**config.mk**
```make
export PLATFORM = sky130hd
export DESIGN_NAME = byte_pack_32_wr
export DESIGN_NICKNAME = d
export VERILOG_FILES = /design/src/rtl/byte_pack_32_wr.sv
export SDC_FILE = /design/constraint.sdc
export NUM_CORES = 1
export LEC_CHECK = 0
export CAP_MARGIN = 10
export CELL_PAD_IN_SITES_DETAIL_PLACEMENT = 0
export CELL_PAD_IN_SITES_GLOBAL_PLACEMENT = 1
export CORE_MARGIN = 5
export CORE_UTILIZATION = 41
export DETAILED_ROUTE_END_ITERATION = 8
export GPL_TIMING_DRIVEN = 0
export HOLD_SLACK_MARGIN = 0.02
export MAX_ROUTING_LAYER = met4
export PLACE_DENSITY = 0.9
export SYNTH_ARGS = -nofsm -noshare
export SYNTH_HDL_FRONTEND = slang
export SYNTH_SLANG_ARGS = --single-unit
```
**constraint.sdc**
```tcl
create_clock -name wclk -period 3.98 [get_ports wclk]
set_input_delay 0.796 -clock wclk [delete_from_list [all_inputs] [get_ports wclk]]
set_output_delay 0.796 -clock wclk [all_outputs]
set_load 0.01 [all_outputs]
```
**src/rtl/byte_pack_32_wr.sv**
```systemverilog
// rtl/byte_pack_32_wr.sv - packs a line-marked byte stream into padded 32-bit FIFO words
module byte_pack_32_wr #(
   parameter logic [7:0] PAD_BYTE   = 8'h00,
   parameter int         BYTE_ORDER = 0,
   parameter int         WCNT_W     = 12
) (
   input  logic              wclk,
   input  logic              reset,
   input  logic              frame_start,
   input  logic [7:0]        din,
   input  logic              din_vld,
   input  logic              line_end,
   input  logic              wfull,
   output logic [31:0]       wdata,
   output logic              wen,
   output logic              line_done,
   output logic [WCNT_W-1:0] line_words,
   output logic              overflow,
   output logic [15:0]       drop_cnt,
   input  logic              ovf_clr
);

   logic [1:0]        idx;
   logic [31:0]       acc;
   logic [WCNT_W-1:0] line_cnt;

   logic [1:0]        idx_eff;
   logic [31:0]       acc_eff;
   logic [WCNT_W-1:0] cnt_eff;
   logic [31:0]       acc_next;
   logic [31:0]       word_pad;
   logic              complete;
   logic              drop;

   // frame_start discards the partial word, so the incoming byte sees a fresh packer
   always_comb begin
      idx_eff  = frame_start ? 2'd0 : idx;
      acc_eff  = frame_start ? 32'd0 : acc;
      cnt_eff  = frame_start ? '0 : line_cnt;
      acc_next = acc_eff;
      word_pad = 32'd0;
      for (int k = 0; k < 4; k++) begin
         if (k == int'(idx_eff))
            acc_next[(((BYTE_ORDER != 0) ? (3 - k) : k) * 8) +: 8] = din;
      end
      word_pad = acc_next;
      for (int k = 0; k < 4; k++) begin
         if (k > int'(idx_eff))
            word_pad[(((BYTE_ORDER != 0) ? (3 - k) : k) * 8) +: 8] = PAD_BYTE;
      end
      complete = din_vld && ((idx_eff == 2'd3) || line_end);
      drop     = complete && wfull;
   end

   // byte index and accumulator: restart after every completed word
   always_ff @(posedge wclk or posedge reset) begin
      if (reset) begin
         idx <= 2'd0;
         acc <= 32'd0;
      end else if (complete) begin
         idx <= 2'd0;
         acc <= 32'd0;
      end else if (din_vld) begin
         idx <= idx_eff + 2'd1;
         acc <= acc_next;
      end else if (frame_start) begin
         idx <= 2'd0;
         acc <= 32'd0;
      end
   end

   // per-line word counter; dropped words still count
   always_ff @(posedge wclk or posedge reset) begin
      if (reset) begin
         line_cnt   <= '0;
         line_words <= '0;
      end else if (complete) begin
         if (line_end) begin
            line_cnt   <= '0;
            line_words <= cnt_eff + WCNT_W'(1);
         end else begin
            line_cnt <= cnt_eff + WCNT_W'(1);
         end
      end else if (frame_start) begin
         line_cnt <= '0;
      end
   end

   // FIFO write port, one cycle behind completion; wdata holds when nothing is written
   always_ff @(posedge wclk or posedge reset) begin
      if (reset) begin
         wdata     <= 32'd0;
         wen       <= 1'b0;
         line_done <= 1'b0;
      end else begin
         wen       <= complete && !wfull;
         line_done <= complete && line_end;
         if (complete && !wfull)
            wdata <= word_pad;
      end
   end

   // sticky overflow and saturating drop count; a new drop beats a clear
   always_ff @(posedge wclk or posedge reset) begin
      if (reset) begin
         overflow <= 1'b0;
         drop_cnt <= 16'd0;
      end else if (drop) begin
         overflow <= 1'b1;
         if (ovf_clr)
            drop_cnt <= 16'd1;
         else if (drop_cnt != 16'hFFFF)
            drop_cnt <= drop_cnt + 16'd1;
      end else if (ovf_clr) begin
         overflow <= 1'b0;
         drop_cnt <= 16'd0;
      end
   end

endmodule

```
Word-level counts from Yosys, hierarchy flattened
Index checks and enable logic that the tools add are counted.

storage, ports and cells
  bits of input ports = 15
  output and inout port bits = 63
  bits in registers = 109

cells by class
  multiplexer cells = 22
  order comparisons = 3
  reductions and logical operators = 11
  $add $sub $neg = 3
  eq/ne operators = 5

operators by type and width
  kind                                                          count
  two-way mux 32 bit                                            3
  two-way mux 16 bit                                            4
  two-way mux 8 bit                                             7
  two-way mux 12 bit                                            3
  adder 16 x 1 -> 16 bit, second input constant                 1
  inequality test 16 bit, second input constant                 1
  adder 12 x 1 -> 12 bit, second input constant                 1
  two-way mux 2 bit                                             3
  == test 2 bit, first input constant                           2
  greater-than comparator 2 bit, first input constant           2
  logical AND 1 bit                                             4
  AND reduction 2 bit                                           2
  nonzero test 2 bit                                            2
  adder 2 x 1 -> 2 bit, second input constant                   1
  == test 1 x 2 -> 1 bit, first input constant                  1
  == test 2 bit, second input constant                          1
  greater-than comparator 1 x 2 -> 1 bit, first input constant  1
  logical NOT 2 bit                                             1
  two-way mux 1 bit                                             2
  logical NOT 1 bit                                             1
  logical OR 1 bit                                              1

Logic depth before layout (Yosys ltp)
Gate-level depths: netlist of run 1.

  depth after elaboration = 7
  depth in mapped cells = 12
  depth with buffers taken out = 7

Least setup slack after synthesis of run 1
Ideal clock, no wire load.

  path kind = input -> register
  start point = input port frame_start
  end point = register acc[16]
  cell stages on the path = 10
  setup time = 67 ps
  arrival time = 3032 ps
  setup slack = 881 ps
  cell sequence = clkbuf_1 nand2b_1 clkbuf_1 inv_1 ha_1 buf_2 or3b_2 clkbuf_1 nor2_1 a22o_1

on the way
  longest elaborated chain between the ends = 5
  elaborated cells between the ends (all ways) = 9
  those cells by class = 2 x eq/ne; 5 x mux; 2 x reduce/logical

RTL lines
  item                                                            line    RTL
  from (decl)                                                     9       input logic frame_start,
  two-way mux 2 bit                                               --
  == test 2 bit (on tied branches)                                43, 51
  two-way mux 8 bit / logical OR 1 bit (equally long branches)    43, 51
  two-way mux 32 bit / logical AND 1 bit (equally long branches)  63, 51
  two-way mux 32 bit (*)                                          60      end else if (complete) begin
  to (signal assigned)                                            65      acc <= acc_next;
  to (decl)                                                       24      logic [31:0] acc;

Every way passes the cells marked *; elsewhere a longest branch is shown, timed or not.
A chain may end at the register's enable or synchronous reset.

Worst setup path after layout of run 1
  start point = input port frame_start
  end point = register wdata[14]

on the way
  longest elaborated chain between the ends = 5
  elaborated cells between the ends (all ways) = 10
  those cells by class = 1 x order compare; 2 x eq/ne; 4 x mux; 3 x reduce/logical

RTL lines
  item                  line  RTL
  two-way mux 2 bit     --
  == test 2 bit         51    complete = din_vld && ((idx_eff == 2'd3) || line_end);
  logical OR 1 bit      51
  logical AND 1 bit     51
  logical AND 1 bit     98    if (complete && !wfull)
  to (signal assigned)  99    wdata <= word_pad;
  to (decl)             14    output logic [31:0] wdata,

Parallel ways exist; a longest one is shown, timed or not.

==> results of run 1 <==
## path summary, 6_finish.rpt
kind                          startpoint       endpoint  slack, ns
max                          frame_start      wdata[14]       0.27
min in group asynchronous          reset    drop_cnt[7]       0.82
min reg2reg                line_words[6]  line_words[6]       0.48
max in group asynchronous          reset         acc[7]       2.48
max reg2reg                       idx[1]      wdata[14]       1.36
min                        line_words[6]  line_words[6]       0.48
## repair_timing
item                       4_1_cts  5_1_grt
setup endpoints to repair       30       12
hold buffers                     0        0
resized for setup                3        3
## per-stage QoR
stage	instances	utilization, %	cell area, um^2	setup WS [ns]	power (mW)
global route	713	53.0	6050	0.0361	2.23
finish	713	53.0	6050	0.274	2.14
global placement	696	50.1	5720	-0.931	1.29
detailed placement	697	50.4	5750	-0.504	1.30
CTS	713	53.0	6050	0.184	2.16
floorplan	478	-	4790	0.537	1.20
## metal layers
| layer | vias up | wire [um] | GRT usage [%] |
|---|---|---|---|
| met4 | 0 | 221 | 6.45 |
| met1 | 1956 | 5570 | 24.0 |
| met2 | 100 | 5970 | 29.3 |
| met5 | - | 0 | - |
| met3 | 16 | 456 | 2.96 |
| li1 | 1890 | - | - |
## worst max-delay path: stages
cell             delay [ns]
clkdlybuf4s50_1        0.59
clkbuf_1               0.31
nand2b_1               0.18
clkbuf_2               0.28
inv_1                  0.11
ha_1                   0.18
buf_2                  0.18
o21a_1                 0.27
nand2b_1               0.16
clkbuf_1               0.37
buf_2                  0.34
nand2_1                0.09
o31ai_1                0.08
## cell families after synthesis
logic type               count (synthesis)  synth area share [%]
flip-flops                             101                  52.7
AO/OA/AOI/OAI                          129                  17.6
multiplexers                            10                  2.14
adder cells (fa/ha/maj)                  6                  1.57
AND/OR/NAND/NOR                        168                  18.9
buffers and inverters                   45                  3.60
XOR/XNOR                                19                  3.47
## where the power goes
part           leakage, nW  total [mW]  switching [mW]  internal, mW
Clock                0.141       0.861           0.422         0.439
Combinational        0.942       0.210           0.125        0.0845
Sequential            1.39        1.07          0.0175          1.05
## flip-flops by register name (all words and copies together) (netlist names)
signal / flops
line_done: 1
wdata: 32
line_cnt: 12
acc: 24
drop_cnt: 16
idx: 2
line_words: 12
wen: 1
overflow: 1
## cell usage in the layout, fill, tap and decap left out, types with 17 or more instances in the layout
cell and instances:
a21oi_1 41, a22o_1 17, nand2b_1 18, nor2_1 19, o31ai_1 23, dfrtp_1 101, clkdlybuf4s50_1 75, clkbuf_1 25
o21ai_0 21, nand2_1 59
## layout make-up
type                    count  area share [%]
multi-input cells         332            34.6
repair buffers             76            12.9
plain buffers              33            2.19
clock inverters             7            1.10
well taps                 143            2.96
inverters                  12           0.785
clock buffers               9            3.72
flip-flops and latches    101            41.8
==> results.cfg, run 1 <==
[timing]
period_minus_slack_ns = 3.71
grt_setup_unrepaired = false
finalSetupViolations = 0
fin_crit_sh_pct = 93.1
worstMarginPinSlew_ns = 0.693
max_freq_mhz = 270
drv_slew = 0
slew_headroom_pct = 53.8
final.setup_skew_ns = 0.0107
fin_hold_ws_ns = 0.478
setup_tns_ns = 0
hold_viol = 0

[placed_design]
io_buffers = 75
post-dp-hpwl_mm = 8.56
gp_congestion = 0.861

[logic_synthesis]
synth_top_area_cell = dfrtp_1
synth_warnings = 0
synth_cell_types = 48
syn_area_um2 = 4790
yosys-top-cells-area = dfrtp_1 (53%), nand2_1 (4.6%), a21oi_1 (4.3%), o31ai_1 (3.6%), a22o_1 (3.1%)
synth_fp_nets = 499
synth_flop_cell = dfrtp_1
syn_avg_cell_area_um2 = 10.0
yosysMostFrequentCell = dfrtp_1
ys_ff_latch = 101
ys_top_cells_by_count = dfrtp_1 (101), nand2_1 (59), a21oi_1 (41)
synth.top_cell.area_share_pct = 52.7
synthCells = 478
synthArstFlopShare_pct = 100
synth_edf_count = 0
yosysSeqAreaShare_pct = 52.7

[cts]
cts.sinks = 101
cts_buffer_depth = 2
cts_setup_buffers = 0
cts_tree = done
htree_levels = 3
clock-root-buffer = clkbuf_16
clk_latency_ns = 0.35
clk_pin_slew_worst_paths_ns = 0.08
numCtsBuffers = 9

[floorplan]
die-area_um2 = 14000
io_pins = 78
die_h_um = 118
die_x_um = 118
core_um2 = 11400
fp-row-count = 39
start_util_pct = 42.0

[power]
ir_drop_mv = 0.198
powerDensity_nw_per_um2 = 354
cellLeakagePower_nw = 2.47

[worst_setup_path]
critPathRequiredTime_ns = 4.22
crit_path_max_fanout = 11
cp-start-kind = input port
crit_type = in2reg
r2r_cells = 11
cp.arrival_ns = 3.95
cp-end-kind = flop

[grt]
grt_overflow_total = 0
grt_max_degree = 71
antenna_found_initial = 0
grtUsageTotal_pct = 18.4
grt_pass1_vias = 4035
grt_pass1_wl_mm = 20.8

[detailed_routing]
finalWirelength_mm = 12.2
vias = 3962
remaining_drc_errors = 0
routed_via_density = 5.56
wl_per_cell_um = 17.1
detail-route-antenna-nets = 0
drt_iter0_markers = 274
dr.pass1.iters = 7

[cells_and_area]
final_nets = 586
seq_area_um2 = 2530
syn2layout_area_growth_pct = 26.3
num_antenna_cells = 0
drive_above_1_share_pct = 6.32
multiInputGateArea_um2 = 2100
fillers = 1086

[min_path]
hp-class = reg2reg
hold_depth = 2

[job]
maxCapViolCount = 0

[run_status]
status = finished clean
Power figures use the tool's default switching activity.
==> run 2, diff against run 1 <==
--- a/config.mk
+++ b/config.mk
@@ -15,6 +15,7 @@
 export HOLD_SLACK_MARGIN = 0.02
 export MAX_ROUTING_LAYER = met4
 export PLACE_DENSITY = 0.9
+export RECOVER_POWER = 25
 export SYNTH_ARGS = -nofsm -noshare
 export SYNTH_HDL_FRONTEND = slang
 export SYNTH_SLANG_ARGS = --single-unit
==> run 2 against run 1 <==
The run now ends with capacitance limit, slew limit left. Sequential power about the same. Register-to-register slack hardly changed. Worst hold slack did not move. Total power is essentially flat. Maximum frequency down 0.13%. Count of clock-buffer cells in the layout stayed put. Cell area down 0.39%. Critical endpoint unchanged. Highest routed layer unchanged.
==> results.cfg, run 2 (synthesized netlist as in run 1, its figures left out) <==
[timing]
fin_crit_sh_pct = 93.3
finalSetupViolations = 0
period_minus_slack_ns = 3.71
slew_headroom_pct = -2.92
worstMarginPinSlew_ns = 1.54
drv_slew = 72
grt_setup_unrepaired = false
final.setup_skew_ns = 0.0111
max_freq_mhz = 269
hold_viol = 0

[cells_and_area]
top_register = wdata
final_nets = 586
syn2layout_area_growth_pct = 25.8
largest_register_ff_count = 32
reg_top3 = wdata x32, acc x24, drop_cnt x16
finalNonFillerCells = 713
layout.cells.most_common_list = dfrtp_1 (101), clkdlybuf4s50_1 (74), nand2_1 (59), a21oi_1 (41), clkbuf_1 (25)
final_cell_area_um2 = 6030
layout_commonest_cell = dfrtp_1
drive_above_1_share_pct = 6.32
num_antenna_cells = 0
final_util_pct = 52.8

[floorplan]
die-area_um2 = 14000
fp-row-count = 39
die_h_um = 118
core_um2 = 11400
die_x_um = 118
io_pins = 78
start_util_pct = 42.0

[detailed_routing]
detail-route-antenna-nets = 0
wl_per_cell_um = 17.2
finalWirelength_mm = 12.2
routed_via_density = 5.57
drt_iter0_markers = 291
dr.pass1.iters = 5
vias = 3968
remaining_drc_errors = 0

[cts]
cts_tree = done
clk_pin_slew_worst_paths_ns = 0.08
cts.sinks = 101
clk_latency_ns = 0.35
ctsHoldBuffers = 0
cts_buffer_depth = 2
numCtsBuffers = 9
htree_levels = 3
clock-root-buffer = clkbuf_16

[grt]
busiest_layer = met2
grt_pass1_vias = 4035
met2_usage_pct = 29.3
use_met3_pct = 2.96
grt_overflow_total = 0
use_met1_pct = 24.0
grt_max_degree = 71
antenna_found_initial = 0
grtUsageTotal_pct = 18.4
grt_pass1_wl_mm = 20.8

[worst_setup_path]
critPathRequiredTime_ns = 4.22
cp.arrival_ns = 3.96
crit_type = in2reg
cp-end-kind = flop
cp_slowest_cell = clkdlybuf4s50_1
crit_path_max_fanout = 11
crit_chain = clkdlybuf4s50_1, clkbuf_1, nand2b_1, clkbuf_2, inv_1, ha_1, buf_2, o21a_1, nand2b_1, clkbuf_1, buf_2, nand2_1, o31ai_1
cp-start-kind = input port
max_stage_delay_ns = 0.59

[run_status]
violations = capacitance limit, slew limit
status = finished with violations

[placed_design]
placed_area_um2 = 5750
post-dp-hpwl_mm = 8.56
post-place-cells = 697
gp_congestion = 0.861
io_buffers = 75

[power]
finalPower_mw = 2.14
ir_drop_mv = 0.198
powerDensity_nw_per_um2 = 355
cellLeakagePower_nw = 2.46

[job]
maxCapViolCount = 2

[min_path]
hp-class = reg2reg
==> run 2: changes by cell type in the layout (fill, tap and decap cells not counted) <==
cell	change
buf_16	-1
buf_2	+1
clkdlybuf4s50_1	-1
clkinvlp_2	+1
dlygate4sd3_1	+1
inv_4	-1
==> run 2: worst max-delay path: cells and delay by family <==
family / cells / cell delay, ns
buffers and inverters: 7 / 2.17
and+or+nand+nor: 3 / 0.43
adders and majority gates: 1 / 0.18
AOI/OAI and AO/OA: 2 / 0.35
==> run 2: power breakdown <==
group,switching [mW],total (mW),internal [mW]
logic,0.125,0.207,0.0817
registers,0.0175,1.07,1.05
clock network,0.424,0.863,0.439
==> run 2: metrics by stage <==
step	setup TNS, ns	hold slack (ns)	setup WS (ns)
after floorplan	0	0.465	0.537
after global placement	-103.84	0.462	-0.931
after detailed placement	-13.52	0.473	-0.504
after CTS	0	0.489	0.184
after global routing	0	0.514	0.0255
final	0	0.478	0.269
==> run 2: worst paths after layout <==
| path | from | slack (ns) | end | cells after the start |
|---|---|---|---|---|
| max | frame_start | 0.27 | wdata[14] | 13 |
| max reg2reg | idx[1] | 1.36 | wdata[14] | 11 |
| min | line_words[6] | 0.48 | line_words[6] | 2 |
| max in group asynchronous | reset | 0.61 | acc[7] | 3 |
| min in group asynchronous | reset | 1.24 | drop_cnt[7] | 2 |
| min reg2reg | line_words[6] | 0.48 | line_words[6] | 2 |
==> run 2: metal layers <==
| metal | wire (um) | vias up | part of all wire [%] |
|---|---|---|---|
| met5 | 0 | - | 0 |
| met4 | 212 | 0 | 1.7 |
| met3 | 420 | 16 | 3.4 |
| met2 | 6050 | 95 | 49 |
| met1 | 5570 | 1967 | 45 |
| li1 | - | 1890 | - |
==> run 2: layout make-up <==
class	count	area (um^2)
clock inverter	7	66.3
buffer	33	133
clock buffer	9	225
sequential	101	2530
fill	1088	5390
multi-input combinational	332	2100
inverter	12	46.3
tap	143	179
timing repair buffer	76	756
==> run 2: what timing repair did <==
item / 4_1_cts / 5_1_grt
buffers inserted: 0 / 0
endpoints found under the setup margin: 30 / 12
gates resized for setup: 3 / 3
gates cloned: 0 / 0
==> run 3, diff against run 2 <==
--- a/config.mk
+++ b/config.mk
@@ -8,7 +8,6 @@
 export CAP_MARGIN = 10
 export CELL_PAD_IN_SITES_DETAIL_PLACEMENT = 0
 export CELL_PAD_IN_SITES_GLOBAL_PLACEMENT = 1
-export CORE_MARGIN = 5
 export CORE_UTILIZATION = 41
 export DETAILED_ROUTE_END_ITERATION = 8
 export GPL_TIMING_DRIVEN = 0
==> run 3 against run 2 <==
Core utilization up 0.25 points. The flow still finishes with violations (capacitance limit, slew limit). Worst hold slack worse by 0.0013 ns. Clock skew about the same. Global-route usage grew 3.1 points. Maximum frequency down 0.29%. Highest routed layer unchanged. Register-to-register slack hardly changed. Routed wire length decreased by 3.8%. Worst setup slack worse by 0.011 ns. Largest power group unchanged. Sequential share of layout area fell by 0.20 points. Combinational power hardly changed. Total power increased by 1.2%.
==> results.cfg, run 3 (synthesized netlist as in run 1, its figures left out) <==
[timing]
fin_crit_sh_pct = 93.5
hold_viol = 0
setup_tns_ns = 0
max_freq_mhz = 269
final.setup_skew_ns = 0.0115
finalSetupViolations = 0
worstMarginPinSlew_ns = 2.40
period_minus_slack_ns = 3.72
grt_setup_unrepaired = false
drv_slew = 53
slew_headroom_pct = -60.9

[floorplan]
core_um2 = 11400
start_util_pct = 42.0
die_h_um = 110
die_x_um = 110
die-area_um2 = 12100
fp-row-count = 39
io_pins = 78

[detailed_routing]
dr.pass1.iters = 4
routed_via_density = 5.47
remaining_drc_errors = 0
wl_per_cell_um = 16.5
drt_iter0_markers = 195
detail-route-antenna-nets = 0
vias = 3894
finalWirelength_mm = 11.8

[power]
p_clk_share_pct = 40.8
powerDensity_nw_per_um2 = 358
p_sw_mw = 0.525
ir_drop_mv = 0.239
cellLeakagePower_nw = 2.46
switching_share_pct = 24.2
p_int_mw = 1.64
finalPower_mw = 2.17
combinationalPowerShare_pct = 9.7
power.share.sequential_pct = 49.5

[cts]
cts_buffer_depth = 2
cts.sinks = 101
ctsHoldBuffers = 0
clk_latency_ns = 0.34
htree_levels = 3
clock-root-buffer = clkbuf_16
cts_tree = done
cts_setup_buffers = 0
clk_pin_slew_worst_paths_ns = 0.07
numCtsBuffers = 9

[worst_setup_path]
cp_slowest_cell = clkdlybuf4s50_1
crit_chain = clkdlybuf4s50_1, clkbuf_1, nand2b_1, clkbuf_2, inv_1, ha_1, buf_2, or3b_2, o21a_1, nor2_1, a22o_1
critPathRequiredTime_ns = 4.26
cp-end-kind = flop
cp.arrival_ns = 4.00
crit_path_max_fanout = 11
cp-start-kind = input port
crit_type = in2reg
max_stage_delay_ns = 0.55

[placed_design]
post-dp-hpwl_mm = 8.11
post-place-cells = 697
gp_congestion = 0.859
io_buffers = 75

[grt]
grt_pass1_wl_mm = 19.4
grt_max_degree = 54
use_met3_pct = 3.12
grt_pass1_vias = 3821
use_met1_pct = 29.2
grt_overflow_total = 0
met2_usage_pct = 33.0
antenna_found_initial = 0
grtUsageTotal_pct = 21.5
busiest_layer = met2

[cells_and_area]
layout_commonest_cell = dfrtp_1
top_register = wdata
finalNonFillerCells = 712
reg_top3 = wdata x32, acc x24, drop_cnt x16
final_util_pct = 53.1
drive_above_1_share_pct = 6.15
layout.cells.most_common_list = dfrtp_1 (101), clkdlybuf4s50_1 (74), nand2_1 (59), a21oi_1 (41), clkbuf_1 (25)
final_nets = 586
syn2layout_area_growth_pct = 26.4
num_antenna_cells = 0
largest_register_ff_count = 32

[run_status]
violations = capacitance limit, slew limit
status = finished with violations

[min_path]
hp-class = reg2reg

[job]
maxCapViolCount = 1
run 3: changes by cell type in the layout (fill, tap and decap cells not counted), sizes merged:
cell	before	now
inv	14	12
clkbuf	37	38
clkinvlp	2	3
clkinv	3	1
bufinv	0	1
run 3: per-stage QoR:
stage	hold WS, ns	area, um^2	setup slack, ns
final	0.477	6060	0.258
after global routing	0.497	6060	0.0789
after CTS	0.482	6060	0.195
after detailed placement	0.466	5750	-0.455
after global placement	0.466	5720	-0.953
after floorplan	0.465	4790	0.537
run 3: repair_timing:
action | in CTS | in global routing
endpoints found under the setup margin | 22 | 11
cloned | 0 | 0
pin swaps | 0 | 0
gates resized for setup | 3 | 3
run 3: power groups by stage:
stage | clock network, mW | logic [mW] | registers [mW]
CTS | 0.899 | 0.212 | 1.07
finish | 0.885 | 0.209 | 1.07
floorplan | 0 | 0.0986 | 1.10
global route | 0.950 | 0.231 | 1.08
global placement | 0 | 0.202 | 1.09
detailed placement | 0 | 0.209 | 1.09
run 3: path summary, 6_finish.rpt:
kind / start / to / slack [ns] / cells after the start
max: frame_start / acc[20] / 0.26 / 11
min: wdata[19] / wdata[19] / 0.48 / 2
max reg2reg: idx[1] / acc[20] / 1.37 / 9
min reg2reg: wdata[19] / wdata[19] / 0.48 / 2
max in group asynchronous: reset / wdata[13] / 1.32 / 2
min in group asynchronous: reset / wdata[11] / 1.55 / 2
run 3: per-layer routing:
layer | wire length (um) | vias to the layer above | part of all wire (%)
met5 | 0 | - | 0
met4 | 107 | 0 | 0.91
met3 | 451 | 11 | 3.8
met2 | 5790 | 86 | 49
met1 | 5430 | 1919 | 46
li1 | - | 1878 | -
run 3: layout make-up:
type | instances | area, um^2
inverters | 12 | 46.3
well taps | 143 | 179
plain buffers | 33 | 133
repair buffers | 76 | 778
clock buffers | 10 | 239
fillers | 1072 | 5360
multi-input cells | 332 | 2100
flip-flops and latches | 101 | 2530
clock inverters | 5 | 58.8
run 3: worst max-delay path: cells and delay by family:
kind	cells	cell delay (ns)
AO/OA/AOI/OAI	2	0.40
AND/OR/NAND/NOR	3	1.14
adder cells (fa/ha/maj)	1	0.19
buffers and inverters	5	1.48
